<file path="config.mk">
export PLATFORM = sky130hd
export DESIGN_NAME = vga_vram_ctrl_flat
export DESIGN_NICKNAME = d
export VERILOG_FILES = /design/src/rtl/vga_vram_ctrl_if.sv /design/src/rtl/vga_vram_ctrl.sv /design/src/flat_wrapper.sv
export SDC_FILE = /design/constraint.sdc
export NUM_CORES = 1
export LEC_CHECK = 0
export BUFFER_PORTS_ARGS = -buffer_cell sky130_fd_sc_hd__buf_4
export CAP_MARGIN = 30
export CORE_ASPECT_RATIO = 1.5
export CORE_MARGIN = 10
export CORE_UTILIZATION = 30
export DETAILED_ROUTE_END_ITERATION = 6
export HOLD_SLACK_MARGIN = 0.1
export PLACE_DENSITY_LB_ADDON = 0.3
export SKIP_CTS_REPAIR_TIMING = 1
export SYNTH_ARGS = -nofsm -noshare
export SYNTH_HDL_FRONTEND = slang
export SYNTH_SLANG_ARGS = --single-unit
</file>
<file path="constraint.sdc">
create_clock -name clk_core -period 5.85 [get_ports clk_core]
set_clock_uncertainty 0.05 [all_clocks]
set_input_delay 1.17 -clock clk_core [delete_from_list [all_inputs] [get_ports clk_core]]
set_output_delay 1.17 -clock clk_core [all_outputs]
set_load 0.05 [all_outputs]
</file>
<file path="src/rtl/vga_vram_ctrl_if.sv">
// Bus bundle between the VGA pixel buffer / host and the VRAM controller,
// including the external SRAM pin group.
interface vga_vram_ctrl_if #(
  parameter int AWIDTH = 19,
  parameter int PWIDTH = 8
);
  // Handshakes: a display read transfers in any cycle where vram_rd && !vram_busy
  // (requester holds vram_rd and vram_addr until then); a host write transfers when
  // host_wr && host_ready. vram_vld pulses once per transferred read, in order.
  logic                  vram_rd;
  logic [AWIDTH-1:0]     vram_addr;
  logic                  vram_busy;
  logic [PWIDTH-1:0]     vram_data;
  logic                  vram_vld;

  logic                  host_wr;
  logic [AWIDTH-1:0]     host_addr;
  logic [PWIDTH-1:0]     host_wdata;
  logic                  host_ready;

  logic [AWIDTH-2:0]     sram_addr;
  logic [2*PWIDTH-1:0]   sram_dq_o;
  logic                  sram_dq_oe;
  logic [2*PWIDTH-1:0]   sram_dq_i;
  logic                  sram_ce_n;
  logic                  sram_oe_n;
  logic                  sram_we_n;
  logic                  sram_ub_n;
  logic                  sram_lb_n;

  modport slave (
    input  vram_rd, vram_addr, host_wr, host_addr, host_wdata, sram_dq_i,
    output vram_busy, vram_data, vram_vld, host_ready,
    output sram_addr, sram_dq_o, sram_dq_oe,
    output sram_ce_n, sram_oe_n, sram_we_n, sram_ub_n, sram_lb_n
  );

  modport master (
    output vram_rd, vram_addr, host_wr, host_addr, host_wdata, sram_dq_i,
    input  vram_busy, vram_data, vram_vld, host_ready,
    input  sram_addr, sram_dq_o, sram_dq_oe,
    input  sram_ce_n, sram_oe_n, sram_we_n, sram_ub_n, sram_lb_n
  );
endinterface

</file>
<file path="src/rtl/vga_vram_ctrl.sv">
// VRAM controller: display reads (priority) and buffered single-pixel host writes
// sharing one 16-bit async SRAM, two 8-bit pixels per word.
module vga_vram_ctrl #(
  parameter int AWIDTH   = 19,
  parameter int PWIDTH   = 8,
  parameter int LATENCY  = 2,
  parameter int MAX_WAIT = 16
) (
  input  logic               clk_core,
  input  logic               rst_core,
  vga_vram_ctrl_if.slave     bus,
  output logic [1:0]         dbg_state
);
  localparam int CW = $clog2(MAX_WAIT + 1);

  typedef enum logic [1:0] {IDLE, WR_SETUP, WR_PULSE, WR_HOLD} state_t;

  state_t             state, state_nx;
  logic               wbuf_valid;
  logic [AWIDTH-1:0]  buf_addr;
  logic [PWIDTH-1:0]  buf_data;
  logic [CW-1:0]      wait_cnt;
  logic               forced, rd_accept, host_accept, wr_start;
  logic               wr_hi;
  logic               rd_pend, rd_hi;
  logic [LATENCY-2:0] vld_pipe;
  logic [PWIDTH-1:0]  data_pipe [LATENCY-1];

  assign forced          = wbuf_valid && (wait_cnt == CW'(MAX_WAIT));
  assign bus.vram_busy   = (state != IDLE) || forced;
  assign bus.host_ready  = !wbuf_valid;
  assign rd_accept       = bus.vram_rd && !bus.vram_busy;
  assign host_accept     = bus.host_wr && !wbuf_valid;
  assign dbg_state       = state;

  always_ff @(posedge clk_core or negedge rst_core) begin
    if (!rst_core) state <= IDLE;
    else           state <= state_nx;
  end

  always_comb begin
    state_nx = state;
    wr_start = 1'b0;
    case (state)
      IDLE: begin
        if (wbuf_valid && (!bus.vram_rd || forced)) begin
          wr_start = 1'b1;
          state_nx = WR_SETUP;
        end
      end
      WR_SETUP: state_nx = WR_PULSE;
      WR_PULSE: state_nx = WR_HOLD;
      WR_HOLD:  state_nx = IDLE;
      default:  state_nx = IDLE;
    endcase
  end

  always_ff @(posedge clk_core or negedge rst_core) begin
    if (!rst_core) begin
      wbuf_valid <= 1'b0;
      buf_addr   <= '0;
      buf_data   <= '0;
      wait_cnt   <= '0;
    end else begin
      if (wr_start) begin
        wbuf_valid <= 1'b0;
        wait_cnt   <= '0;
      end else begin
        if (host_accept) begin
          wbuf_valid <= 1'b1;
          buf_addr   <= bus.host_addr;
          buf_data   <= bus.host_wdata;
        end
        if (state == IDLE && wbuf_valid && wait_cnt != CW'(MAX_WAIT))
          wait_cnt <= wait_cnt + CW'(1);
      end
    end
  end

  // Address, data and byte lane are captured at write start so a host refill
  // landing during WR_SETUP cannot disturb the write already on the pins.
  always_ff @(posedge clk_core or negedge rst_core) begin
    if (!rst_core) begin
      bus.sram_ce_n  <= 1'b1;
      bus.sram_oe_n  <= 1'b1;
      bus.sram_we_n  <= 1'b1;
      bus.sram_ub_n  <= 1'b1;
      bus.sram_lb_n  <= 1'b1;
      bus.sram_dq_oe <= 1'b0;
      bus.sram_addr  <= '0;
      bus.sram_dq_o  <= '0;
      wr_hi          <= 1'b0;
    end else begin
      case (state)
        IDLE: begin
          bus.sram_we_n  <= 1'b1;
          bus.sram_dq_oe <= 1'b0;
          if (wr_start) begin
            bus.sram_ce_n <= 1'b0;
            bus.sram_oe_n <= 1'b1;
            bus.sram_ub_n <= 1'b1;
            bus.sram_lb_n <= 1'b1;
            bus.sram_addr <= buf_addr[AWIDTH-1:1];
            bus.sram_dq_o <= {buf_data, buf_data};
            wr_hi         <= buf_addr[0];
          end else if (rd_accept) begin
            bus.sram_ce_n <= 1'b0;
            bus.sram_oe_n <= 1'b0;
            bus.sram_ub_n <= 1'b0;
            bus.sram_lb_n <= 1'b0;
            bus.sram_addr <= bus.vram_addr[AWIDTH-1:1];
          end else begin
            bus.sram_ce_n <= 1'b1;
            bus.sram_oe_n <= 1'b1;
            bus.sram_ub_n <= 1'b1;
            bus.sram_lb_n <= 1'b1;
          end
        end
        WR_SETUP: begin
          bus.sram_we_n  <= 1'b0;
          bus.sram_dq_oe <= 1'b1;
          bus.sram_ub_n  <= !wr_hi;
          bus.sram_lb_n  <= wr_hi;
        end
        WR_PULSE: begin
          bus.sram_we_n  <= 1'b1;
          bus.sram_dq_oe <= 1'b1;
        end
        default: begin
          bus.sram_ce_n  <= 1'b1;
          bus.sram_oe_n  <= 1'b1;
          bus.sram_we_n  <= 1'b1;
          bus.sram_ub_n  <= 1'b1;
          bus.sram_lb_n  <= 1'b1;
          bus.sram_dq_oe <= 1'b0;
        end
      endcase
    end
  end

  // Read data is captured at the end of the pin cycle; later stages only move
  // data along with a valid so the output holds its last pixel between pulses.
  always_ff @(posedge clk_core or negedge rst_core) begin
    if (!rst_core) begin
      rd_pend  <= 1'b0;
      rd_hi    <= 1'b0;
      vld_pipe <= '0;
      for (int k = 0; k < LATENCY - 1; k++) data_pipe[k] <= '0;
    end else begin
      rd_pend <= rd_accept;
      if (rd_accept) rd_hi <= bus.vram_addr[0];
      vld_pipe[0] <= rd_pend;
      if (rd_pend)
        data_pipe[0] <= rd_hi ? bus.sram_dq_i[2*PWIDTH-1:PWIDTH] : bus.sram_dq_i[PWIDTH-1:0];
      for (int k = 1; k < LATENCY - 1; k++) begin
        vld_pipe[k] <= vld_pipe[k-1];
        if (vld_pipe[k-1]) data_pipe[k] <= data_pipe[k-1];
      end
    end
  end

  assign bus.vram_vld  = vld_pipe[LATENCY-2];
  assign bus.vram_data = data_pipe[LATENCY-2];
endmodule

</file>
<file path="src/flat_wrapper.sv">
// flat-port wrapper written by rule: the top's interface ports become plain ports
module vga_vram_ctrl_flat 
#(
  parameter int AWIDTH   = 19,
  parameter int PWIDTH   = 8,
  parameter int LATENCY  = 2,
  parameter int MAX_WAIT = 16
)
  (clk_core, rst_core, dbg_state, bus_vram_rd, bus_vram_addr, bus_host_wr, bus_host_addr, bus_host_wdata, bus_sram_dq_i, bus_vram_busy, bus_vram_data, bus_vram_vld, bus_host_ready, bus_sram_addr, bus_sram_dq_o, bus_sram_dq_oe, bus_sram_ce_n, bus_sram_oe_n, bus_sram_we_n, bus_sram_ub_n, bus_sram_lb_n);
  vga_vram_ctrl_if #(.AWIDTH(AWIDTH), .PWIDTH(PWIDTH)) bus_i ();
  input  logic clk_core;
  input  logic rst_core;
  output logic [1:0] dbg_state;
  input wire logic [$bits(bus_i.vram_rd)-1:0] bus_vram_rd;
  input wire logic [$bits(bus_i.vram_addr)-1:0] bus_vram_addr;
  input wire logic [$bits(bus_i.host_wr)-1:0] bus_host_wr;
  input wire logic [$bits(bus_i.host_addr)-1:0] bus_host_addr;
  input wire logic [$bits(bus_i.host_wdata)-1:0] bus_host_wdata;
  input wire logic [$bits(bus_i.sram_dq_i)-1:0] bus_sram_dq_i;
  output wire logic [$bits(bus_i.vram_busy)-1:0] bus_vram_busy;
  output wire logic [$bits(bus_i.vram_data)-1:0] bus_vram_data;
  output wire logic [$bits(bus_i.vram_vld)-1:0] bus_vram_vld;
  output wire logic [$bits(bus_i.host_ready)-1:0] bus_host_ready;
  output wire logic [$bits(bus_i.sram_addr)-1:0] bus_sram_addr;
  output wire logic [$bits(bus_i.sram_dq_o)-1:0] bus_sram_dq_o;
  output wire logic [$bits(bus_i.sram_dq_oe)-1:0] bus_sram_dq_oe;
  output wire logic [$bits(bus_i.sram_ce_n)-1:0] bus_sram_ce_n;
  output wire logic [$bits(bus_i.sram_oe_n)-1:0] bus_sram_oe_n;
  output wire logic [$bits(bus_i.sram_we_n)-1:0] bus_sram_we_n;
  output wire logic [$bits(bus_i.sram_ub_n)-1:0] bus_sram_ub_n;
  output wire logic [$bits(bus_i.sram_lb_n)-1:0] bus_sram_lb_n;
  assign bus_i.vram_rd = bus_vram_rd;
  assign bus_i.vram_addr = bus_vram_addr;
  assign bus_i.host_wr = bus_host_wr;
  assign bus_i.host_addr = bus_host_addr;
  assign bus_i.host_wdata = bus_host_wdata;
  assign bus_i.sram_dq_i = bus_sram_dq_i;
  assign bus_vram_busy = bus_i.vram_busy;
  assign bus_vram_data = bus_i.vram_data;
  assign bus_vram_vld = bus_i.vram_vld;
  assign bus_host_ready = bus_i.host_ready;
  assign bus_sram_addr = bus_i.sram_addr;
  assign bus_sram_dq_o = bus_i.sram_dq_o;
  assign bus_sram_dq_oe = bus_i.sram_dq_oe;
  assign bus_sram_ce_n = bus_i.sram_ce_n;
  assign bus_sram_oe_n = bus_i.sram_oe_n;
  assign bus_sram_we_n = bus_i.sram_we_n;
  assign bus_sram_ub_n = bus_i.sram_ub_n;
  assign bus_sram_lb_n = bus_i.sram_lb_n;
  vga_vram_ctrl #(.AWIDTH(AWIDTH), .PWIDTH(PWIDTH), .LATENCY(LATENCY), .MAX_WAIT(MAX_WAIT)) u_core (.clk_core(clk_core), .rst_core(rst_core), .bus(bus_i), .dbg_state(dbg_state));
endmodule
</file>
Word-level counts from Yosys, hierarchy flattened:

Cells that the tools add are included.

* $add $sub $neg: 1
* $mul: 0
* divide/modulo/power cells: 0
* magnitude comparators: 0
* eq/ne operators: 6
* shifts and indexed selects: 0
* mux-type cells: 20
* bitwise gates (word level): 1
* reductions and logical operators: 21

Operators with widths (number)
* 18-bit two-way mux: 2
* 5-bit two-way mux: 2
* 1-bit two-way mux: 9
* 8-bit two-way mux: 1
* 2-bit one-hot mux with 4 select lines: 1
* 2-bit nonzero test: 4
* 1-bit logical AND: 6
* 1-bit one-hot mux with 3 select lines: 2
* 2-bit AND reduction: 3
* 5-bit by 1-bit adder with 5-bit output, second input constant: 1
* 5-bit == test, second input constant: 1
* 5-bit != test, second input constant: 1
* 2-bit == test, second input constant: 2
* 1-bit zero test: 4
* 1-bit one-hot mux with 2 select lines: 2
* 2-bit by 1-bit == test with 1-bit output, second input constant: 1
* 2-bit zero test: 1
* 1-bit logical OR: 2
* 2-bit two-way mux: 1
* 2-bit by 1-bit != test with 1-bit output, second input constant: 1
* 2-bit OR reduction: 1
* 1-bit inverter: 1

* register bits after elaboration: 87
* bits in latches: 0
* memory bits (writable): 0
* bits in read-only memories: 0
* input port bits: 66
* memories kept: 0

Logic depth before layout (Yosys ltp):

Gate-level depths: netlist (run 1).

* word-level depth: 8
* mapped depth: 10
* mapped depth without buffers: 6

Worst setup path after synthesis (run 1):

No wires, ideal clock.

* path type: register to output
* start point: reg u_core.state[0] (netlist: u_core.dbg_state[0])
* end point: out bus_vram_busy
* arrival: 1.482 ns
* setup slack: 3.148 ns
* cell stages (with the launch flop): 5
* buffers on the path: 1
* cells stage by stage: dfrtp_1 inv_1 ha_1 buf_6 nand2_1

* longest elaborated chain between the ends: 2

RTL lines
* start, declared: RTL line vga_vram_ctrl.sv:18 `state_t state, state_nx;`
* start signal, assigned: RTL line vga_vram_ctrl.sv:38 `else state <= state_nx;`
* 2-bit nonzero test: RTL line vga_vram_ctrl.sv:30 `assign bus.vram_busy = (state != IDLE) || forced;`
* 1-bit logical OR: RTL line vga_vram_ctrl.sv:30
* end, declared: RTL line flat_wrapper.sv:20 `output wire logic [$bits(bus_i.vram_busy)-1:0] bus_vram_busy;`

Every way passes these cells.

Worst setup path after layout (run 1):

* start point: reg u_core.wait_cnt[0]
* end point: out bus_vram_busy

* longest elaborated chain between the ends: 3

RTL lines
* start, declared: RTL line vga_vram_ctrl.sv:22 `logic [CW-1:0] wait_cnt;`
* start signal, assigned: RTL line vga_vram_ctrl.sv:75 `wait_cnt <= wait_cnt + CW'(1);`
* 5-bit == test: RTL line vga_vram_ctrl.sv:29 `assign forced = wbuf_valid && (wait_cnt == CW'(MAX_WAIT));`
* 1-bit logical AND: RTL line vga_vram_ctrl.sv:29
* 1-bit logical OR: RTL line vga_vram_ctrl.sv:30

Every way passes these cells.

==> metrics.cfg, run 1 <==
[run_status]
run_status=finished, final reports clean

[place]
place.gp.congestion=0.7442
dp_cells=505
dp_hpwl_um=6792
io_buffers=118

[yosys]
seq_area_frac_synth_pct=58.12
ys_seq_elements=79
synth_nets=333
synth.distinct_cells=28
synth.avg_cell_area_um2=13.07
netlist_area_um2=3412
synthCells=261
ys_warn_count=0

[worst_setup_path]
worstSetupStartpoint=u_core.wait_cnt[0]$_DFFE_PN0P_
crit_top_cell=nand2_1
critPathTopFamily=simple AND/OR/NAND/NOR gates
crit_required_ns=4.63
cp_cell_sequence=inv_1 -> ha_1 -> and4bb_4 -> nand2_1 -> nand2_1 -> buf_4
path_max_fanout=6
reg2reg_depth=5
cpPeakStageDelay_ns=0.40
setup.worst_path.class=reg -> out
reg2reg_from=u_core.dbg_state[0]$_DFFE_PN0P_
worstPathArrival_ns=1.60
path_buf_inv=2
end_kind=output port
cpMaxStageDelayCell=dfrtp_1
start_kind=flop
worst-path-stages=6

[timing]
rsz0062_at_grt=false
fmax_mhz=354.9
finalHoldViolations=0
slew_viol_final=0
finalSetupViolCount=0
worstMarginPinSlew_ns=0.8065
fin_tns_setup_ns=0
period_share_pct=48.17
period_needed_ns=2.818
slew_headroom_pct=46.23

[drt]
wl_met3_um=533
viasPerCell=4.659
topRoutingLayerUsed=met4
dr_total_vias=2432
antenna_left=0
dr.pass1.iters=4
wl_met1_um=3309
wl_um=9221
drt-initial-drc-count=61
drc=0
post_drt_wl_per_cell_um=17.66
dr_wl_met2_um=5231

[power_and_ir_drop]
p_leak_nw=2.194
powerDensity_nw_per_um2=689.9
vdd_drop_max_mv=0.2271

[grt]
grt.total_usage_pct=11.71
grt_pass1_vias=2802
grt_pass1_wl_um=14590
antenna_found_initial=0
grt-ovfl-total=0
grt_max_degree=49

[die]
die_w_um=107.1
start_util_pct=30.70
ios=119
dieArea_um2=16130
row_count=47
core_area_um2=11110
die_h_um=150.6

[hold_path]
min_from=u_core.bus.sram_oe_n$_DFFE_PN1N_
whs_path_depth=2
hold_path_class=reg -> reg

[cts]
cts_sinks=79
clk_latency_ns=0.33
cts_tree=yes
h-tree-depth=3
cts_buffers=9
cts_buffer_depth=2
cts.clk_slew.worst_paths_ns=0.06
clockRootBuffer=clkbuf_16

[cells_and_area]
register_area_um2=1983
antenna_cells=0
nets=442
fill_cells=1052
multi_input_area_um2=1240
drive_gt1_share_pct=52.00
fin_cells=522
syn_to_final_growth_pct=36.27

[flow_run]
cap_violations=0

==> tightest hold or removal path, cell delays in order (launching register included) <==
cell and delay, ns:
dfstp_2 0.37, inv_1 0.04, mux2i_1 0.06
==> synth_stat cells <==
cell type / number / area share, %
buf_6: 3 / 0.99
dfstp_2: 5 / 3.9
nor3_1: 2 / 0.29
o21ai_1: 1 / 0.15
dfrtp_1: 74 / 54
o21a_1: 2 / 0.44
ha_1: 6 / 2.2
nor2b_1: 1 / 0.18
nand2_1: 10 / 1.1
o21ai_0: 8 / 1.2
mux2_2: 41 / 14
buf_8: 1 / 0.44
a22o_1: 18 / 4.6
buf_4: 9 / 2.0
and4bb_4: 1 / 0.48
buf_2: 6 / 0.88
a31o_2: 8 / 2.1
inv_1: 8 / 0.88
buf_1: 1 / 0.11
clkbuf_1: 4 / 0.44
a22oi_1: 1 / 0.22
and2_1: 1 / 0.18
nor2_1: 12 / 1.3
nand3_1: 5 / 0.73
a31o_1: 10 / 2.6
mux2i_1: 10 / 2.9
nand2b_1: 2 / 0.37
a21oi_1: 11 / 1.6
==> flip-flops by register name (all words and copies together) (netlist names) <==
register	cells
u_core.buf_addr	19
u_core.bus.sram_lb_n	1
u_core.bus.vram_data	8
u_core.bus.sram_dq_o	8
u_core.rd_hi	1
u_core.bus.vram_vld	1
u_core.bus.sram_addr	18
u_core.wait_cnt	5
u_core.buf_data	8
u_core.wr_hi	1
u_core.bus.sram_oe_n	1
u_core.bus.sram_dq_oe	1
u_core.dbg_state	2
u_core.bus.sram_we_n	1
u_core.wbuf_valid	1
u_core.bus.sram_ub_n	1
u_core.rd_pend	1
u_core.bus.sram_ce_n	1
==> final cells by class <==
class	instances	share of cell area, %
Clock inverter	7	1.023
Sequential cell	79	42.65
Inverter	8	0.6459
Timing Repair Buffer	122	20.21
Tap cell	147	3.956
Multi-Input combinational cell	150	26.67
Clock buffer	9	4.844
==> kinds of logic (layout without fill, tap and decap cells) <==
logic type / count (synthesis) / in the layout / share of synthesized area, %
and+or+nand+nor: 34 / 34 / 4.657
DFF: 79 / 79 / 58.12
buffers and inverters: 32 / 146 / 5.720
adders and majority gates: 6 / 6 / 2.200
AOI/OAI and AO/OA: 59 / 59 / 12.83
muxes: 51 / 51 / 16.47
==> path summary, 6_finish.rpt <==
path	slack (ns)	end
worst min register to register	0.43	u_core.bus.sram_oe_n$_DFFE_PN1N_
worst max-delay path	3.03	bus_vram_busy
worst max register to register	3.55	u_core.bus.sram_addr[17]$_DFFE_PN0P_
worst min-delay path	0.43	u_core.bus.sram_oe_n$_DFFE_PN1N_
min in group asynchronous	0.72	u_core.bus.sram_addr[13]$_DFFE_PN0P_
max in group asynchronous	4.39	u_core.bus.sram_lb_n$_DFFE_PN1N_
==> placed cells by master, fill, tap and decap left out <==
| master | n |
|---|---|
| mux2i_1 | 10 |
| buf_4 | 120 |
| buf_16 | 1 |
| a22o_1 | 18 |
| ha_1 | 6 |
| nor2_1 | 12 |
| nand2b_1 | 2 |
| nor2b_2 | 1 |
| inv_1 | 8 |
| and2_1 | 1 |
| a31o_2 | 8 |
| nand2_1 | 10 |
| mux2_2 | 41 |
| a21oi_1 | 11 |
| dfrtp_1 | 74 |
| and4bb_4 | 1 |
| a22oi_1 | 1 |
| nand3_1 | 5 |
| inv_6 | 2 |
| clkinv_2 | 3 |
| o21a_1 | 2 |
| buf_6 | 1 |
| nor3_1 | 2 |
| o21ai_2 | 1 |
| dfstp_2 | 5 |
| clkinvlp_4 | 2 |
| o21ai_0 | 8 |
| clkbuf_16 | 9 |
| a31o_1 | 10 |
==> metal layers <==
layer / track usage [%] / vias to the layer above
met3: 3.723 / 8
met1: 11.91 / 1206
met2: 21.38 / 63
met5: 0 / -
met4: 4.891 / 0
li1: - / 1155
==> through the flow <==
step	power (W)	hold WS [ns]	worst slack, ns	cell area, µm²	util, %
after floorplan	0.002262	0.3019	3.148	3412	-
after global placement	0.002690	0.4128	3.234	4338	39.03
after detailed placement	0.002721	0.4309	3.199	4365	39.28
after CTS	0.003252	0.4412	3.006	4638	41.73
after global routing	0.003412	0.4651	2.928	4649	41.83
final	0.003208	0.4329	3.032	4649	41.83
==> report_power, final <==
group          switching (W)  internal [W]  leakage [nW]  total [W]
registers           0.000186      0.000828         0.929    0.00101
clock network       0.000229      0.000288         0.132   0.000517
logic                0.00104      0.000638          1.13    0.00168
total                0.00145       0.00175          2.19    0.00321
Power figures use the tool's default switching activity.
==> run 2: changes to the inputs <==
--- a/config.mk
+++ b/config.mk
@@ -5,6 +5,7 @@
 export SDC_FILE = /design/constraint.sdc
 export NUM_CORES = 1
 export LEC_CHECK = 0
+export ABC_AREA = 1
 export BUFFER_PORTS_ARGS = -buffer_cell sky130_fd_sc_hd__buf_4
 export CAP_MARGIN = 30
 export CORE_ASPECT_RATIO = 1.5
==> constraint.sdc (replaced) <==
create_clock -name clk_core -period 2.3 [get_ports clk_core]
set_clock_uncertainty 0.05 [all_clocks]
set_input_delay 0.46 -clock clk_core [delete_from_list [all_inputs] [get_ports clk_core]]
set_output_delay 0.46 -clock clk_core [all_outputs]
set_load 0.05 [all_outputs]
==> metrics.cfg, run 2 <==
[run_status]
run_status=finished, final reports clean

[timing]
period_share_pct=88.21
rsz0062_at_grt=false
fin_tns_setup_ns=0  ; unchanged
slew_headroom_pct=63.83  ; +18 points
finalSetupViolCount=0  ; unchanged
worstMarginPinSlew_ns=0.5407  ; -0.2658 ns
fin_ws_ns=0.2712  ; -2.761 ns
period_needed_ns=2.029
fmax_mhz=492.9
hold_ws_ns=0.2709  ; -0.1620 ns
finalHoldViolations=0  ; unchanged
slew_viol_final=0  ; unchanged

[place]
io_buffers=118  ; unchanged
dp_hpwl_um=7437  ; +9.5%
place_area_um2=4528  ; +3.7%
place_ws_ns=0.4895  ; -2.710 ns
place.gp.congestion=0.7997  ; +7.5%

[power_and_ir_drop]
vdd_drop_max_mv=0.7189  ; +220%
powerDensity_nw_per_um2=1677  ; +140%
p_leak_nw=2.604  ; +19%

[worst_setup_path]
crit_required_ns=1.79  ; -2.84 ns
reg2reg_from=u_core.wait_cnt[1]$_DFFE_PN0P_
worstSetupStartpoint=u_core.dbg_state[0]$_DFFE_PN0P_
setup.worst_path.class=reg -> out
worstPathArrival_ns=1.52  ; -0.08 ns
path_max_fanout=7  ; +1
start_kind=flop
end_kind=output port

[cells_and_area]
final_common_cell=buf_4
largest_reg_flops=19  ; unchanged
syn_to_final_growth_pct=37.28
drive_gt1_share_pct=30.78  ; -21 points
reg_top3=u_core.buf_addr x19, u_core.bus.sram_addr x18
final_cell_mix=buf_4, nand2_1, dfrtp_1
fin_area_um2=4861  ; +4.5%
antenna_cells=0  ; unchanged
top_register=u_core.buf_addr
nets=590  ; +33%

[drt]
drc=0  ; unchanged
wl_um=9979  ; +8.2%
dr.pass1.iters=4  ; unchanged
drt-initial-drc-count=136  ; +120%
post_drt_wl_per_cell_um=14.83  ; -16%
antenna_left=0  ; unchanged
dr_total_vias=3023  ; +24%
viasPerCell=4.492  ; -3.6%

[grt]
grt_max_degree=42  ; -14%
grt_pass1_wl_um=15920  ; +9.1%
grt-ovfl-total=0  ; unchanged
grt.total_usage_pct=12.08  ; +0.37 points
antenna_found_initial=0  ; unchanged
grt_pass1_vias=3120  ; +11%

[die]
start_util_pct=30.71  ; about the same
core_area_um2=11530  ; +3.7%
dieArea_um2=16640  ; +3.2%
ios=119  ; unchanged
row_count=48  ; +2.1%
die_w_um=108.7  ; +1.5%
die_h_um=153.1  ; +1.6%

[yosys]
synth.distinct_cells=26  ; -7.1%
netlist_area_um2=3541  ; +3.8%
synth-simple-area-share_pct=22.33  ; +18 points
synth_area_leaders=dfrtp_1, nand2_1, nand3_1, inv_1, dfstp_2
synth-edff-count=0  ; unchanged
ys_warn_count=0  ; unchanged
synth-async-reset-ratio_pct=100.0  ; unchanged
synthCells=407  ; +56%
synth_nets=479  ; +44%
synth-adder-area-share_pct=2.120  ; -0.080 points
synth.most_common_cell=nand2_1
synth_xor_area_share_pct=0.4947  ; +0.49 points
synth_top_area_share_pct=52.30  ; -2.0 points
ys_seq_elements=79  ; unchanged
synth.largest_area_cell=dfrtp_1
synth_compound_gate_area_share_pct=6.325  ; -6.5 points
synth.avg_cell_area_um2=8.700  ; -33%
synth_common_cells=nand2_1, dfrtp_1, inv_1, nand3_1, nor2_1
synth_ff_type=dfrtp_1
seq_area_frac_synth_pct=56.01  ; -2.1 points
synth_top_family_by_area=simple AND/OR/NAND/NOR gates
muxShareOfSynthArea_pct=2.544  ; -14 points

[cts]
cts.clk_slew.worst_paths_ns=0.06  ; about the same
h-tree-depth=3  ; unchanged
clockRootBuffer=clkbuf_16
clk_latency_ns=0.34  ; about the same
cts_sinks=79  ; unchanged
cts_buffer_depth=2  ; unchanged
cts_buffers=9  ; unchanged
cts_tree=yes

[hold_path]
hold_path_class=in -> reg
min_from=bus_vram_addr[0]

[flow_run]
cap_violations=0  ; unchanged

## run 2: cell types whose count changed in the layout (fill, tap and decap cells not counted), moves of 8 or more
cell,previous run,this run
a31o_2,8,0
nor2_1,12,34
nand2_1,10,114
a31o_1,10,0
inv_1,8,48
mux2_2,41,8
nand3_1,5,40
mux2i_1,10,0
a31oi_1,0,10
a21oi_1,11,22
a22o_1,18,0
## run 2: cell type report
type                    instances  area (µm²)
fillers                      1183        6670
flip-flops and latches         79        1983
multi-input cells             251        1200
repair buffers                126       973.4
clock buffers                   9       225.2
inverters                      51       193.9
well taps                     150       187.7
clock inverters                 7       97.59
## run 2: routing by layer
| metal | routed length, µm | vias to the layer above | GRT usage, % | share of wire (%) |
|---|---|---|---|---|
| li1 | - | 1484 | - | - |
| met1 | 4201 | 1439 | 13.92 | 42 |
| met2 | 5022 | 91 | 20.10 | 50 |
| met3 | 617 | 9 | 3.620 | 6.2 |
| met4 | 138 | 0 | 5.041 | 1.4 |
| met5 | 0 | - | 0 | 0 |
## run 2: worst paths after layout
| path | endpoint | slack (ns) | cells after the start |
|---|---|---|---|
| worst max-delay path | bus_vram_busy | 0.27 | 5 |
| worst min-delay path | u_core.rd_hi$_DFFE_PN0P_ | 0.27 | 3 |
| worst max register to register | u_core.bus.sram_oe_n$_DFFE_PN1N_ | 0.49 | 11 |
| worst min register to register | u_core.bus.sram_dq_o[9]$_DFFE_PN0P_ | 0.42 | 2 |
| max in group asynchronous | u_core.wait_cnt[0]$_DFFE_PN0P_ | 1.00 | 3 |
| min in group asynchronous | u_core.rd_hi$_DFFE_PN0P_ | 0.60 | 2 |
## run 2: through the flow
step / utilization [%] / power (W) / instances
floorplan: - / 0.005442 / 407
global placement: 39.27 / 0.006603 / 656
detailed placement: 39.27 / 0.006694 / 656
CTS: 42.07 / 0.008252 / 672
global route: 42.15 / 0.008698 / 673
finish: 42.15 / 0.008150 / 673
## run 2: critical path, stage by stage (launching register included)
cell	delay [ns]
dfrtp_1	0.41
inv_1	0.10
ha_1	0.22
buf_4	0.16
nand2_1	0.09
buf_4	0.20
## run 2: power breakdown
part / switching (W) / internal (W) / leakage, nW
Clock: 0.000580 / 0.000952 / 0.152
Sequential: 0.000412 / 0.00209 / 0.923
Combinational: 0.00287 / 0.00125 / 1.53
Total: 0.00386 / 0.00429 / 2.60
## run 2: cells by family (layout without fill, tap and decap cells)
kind of cell,count (synthesis),in the layout
compound gates,41,41
xor+xnor,2,2
fa+ha+maj,6,6
buf+inv,77,193
flops,79,79
mux,8,8
simple gates,194,194
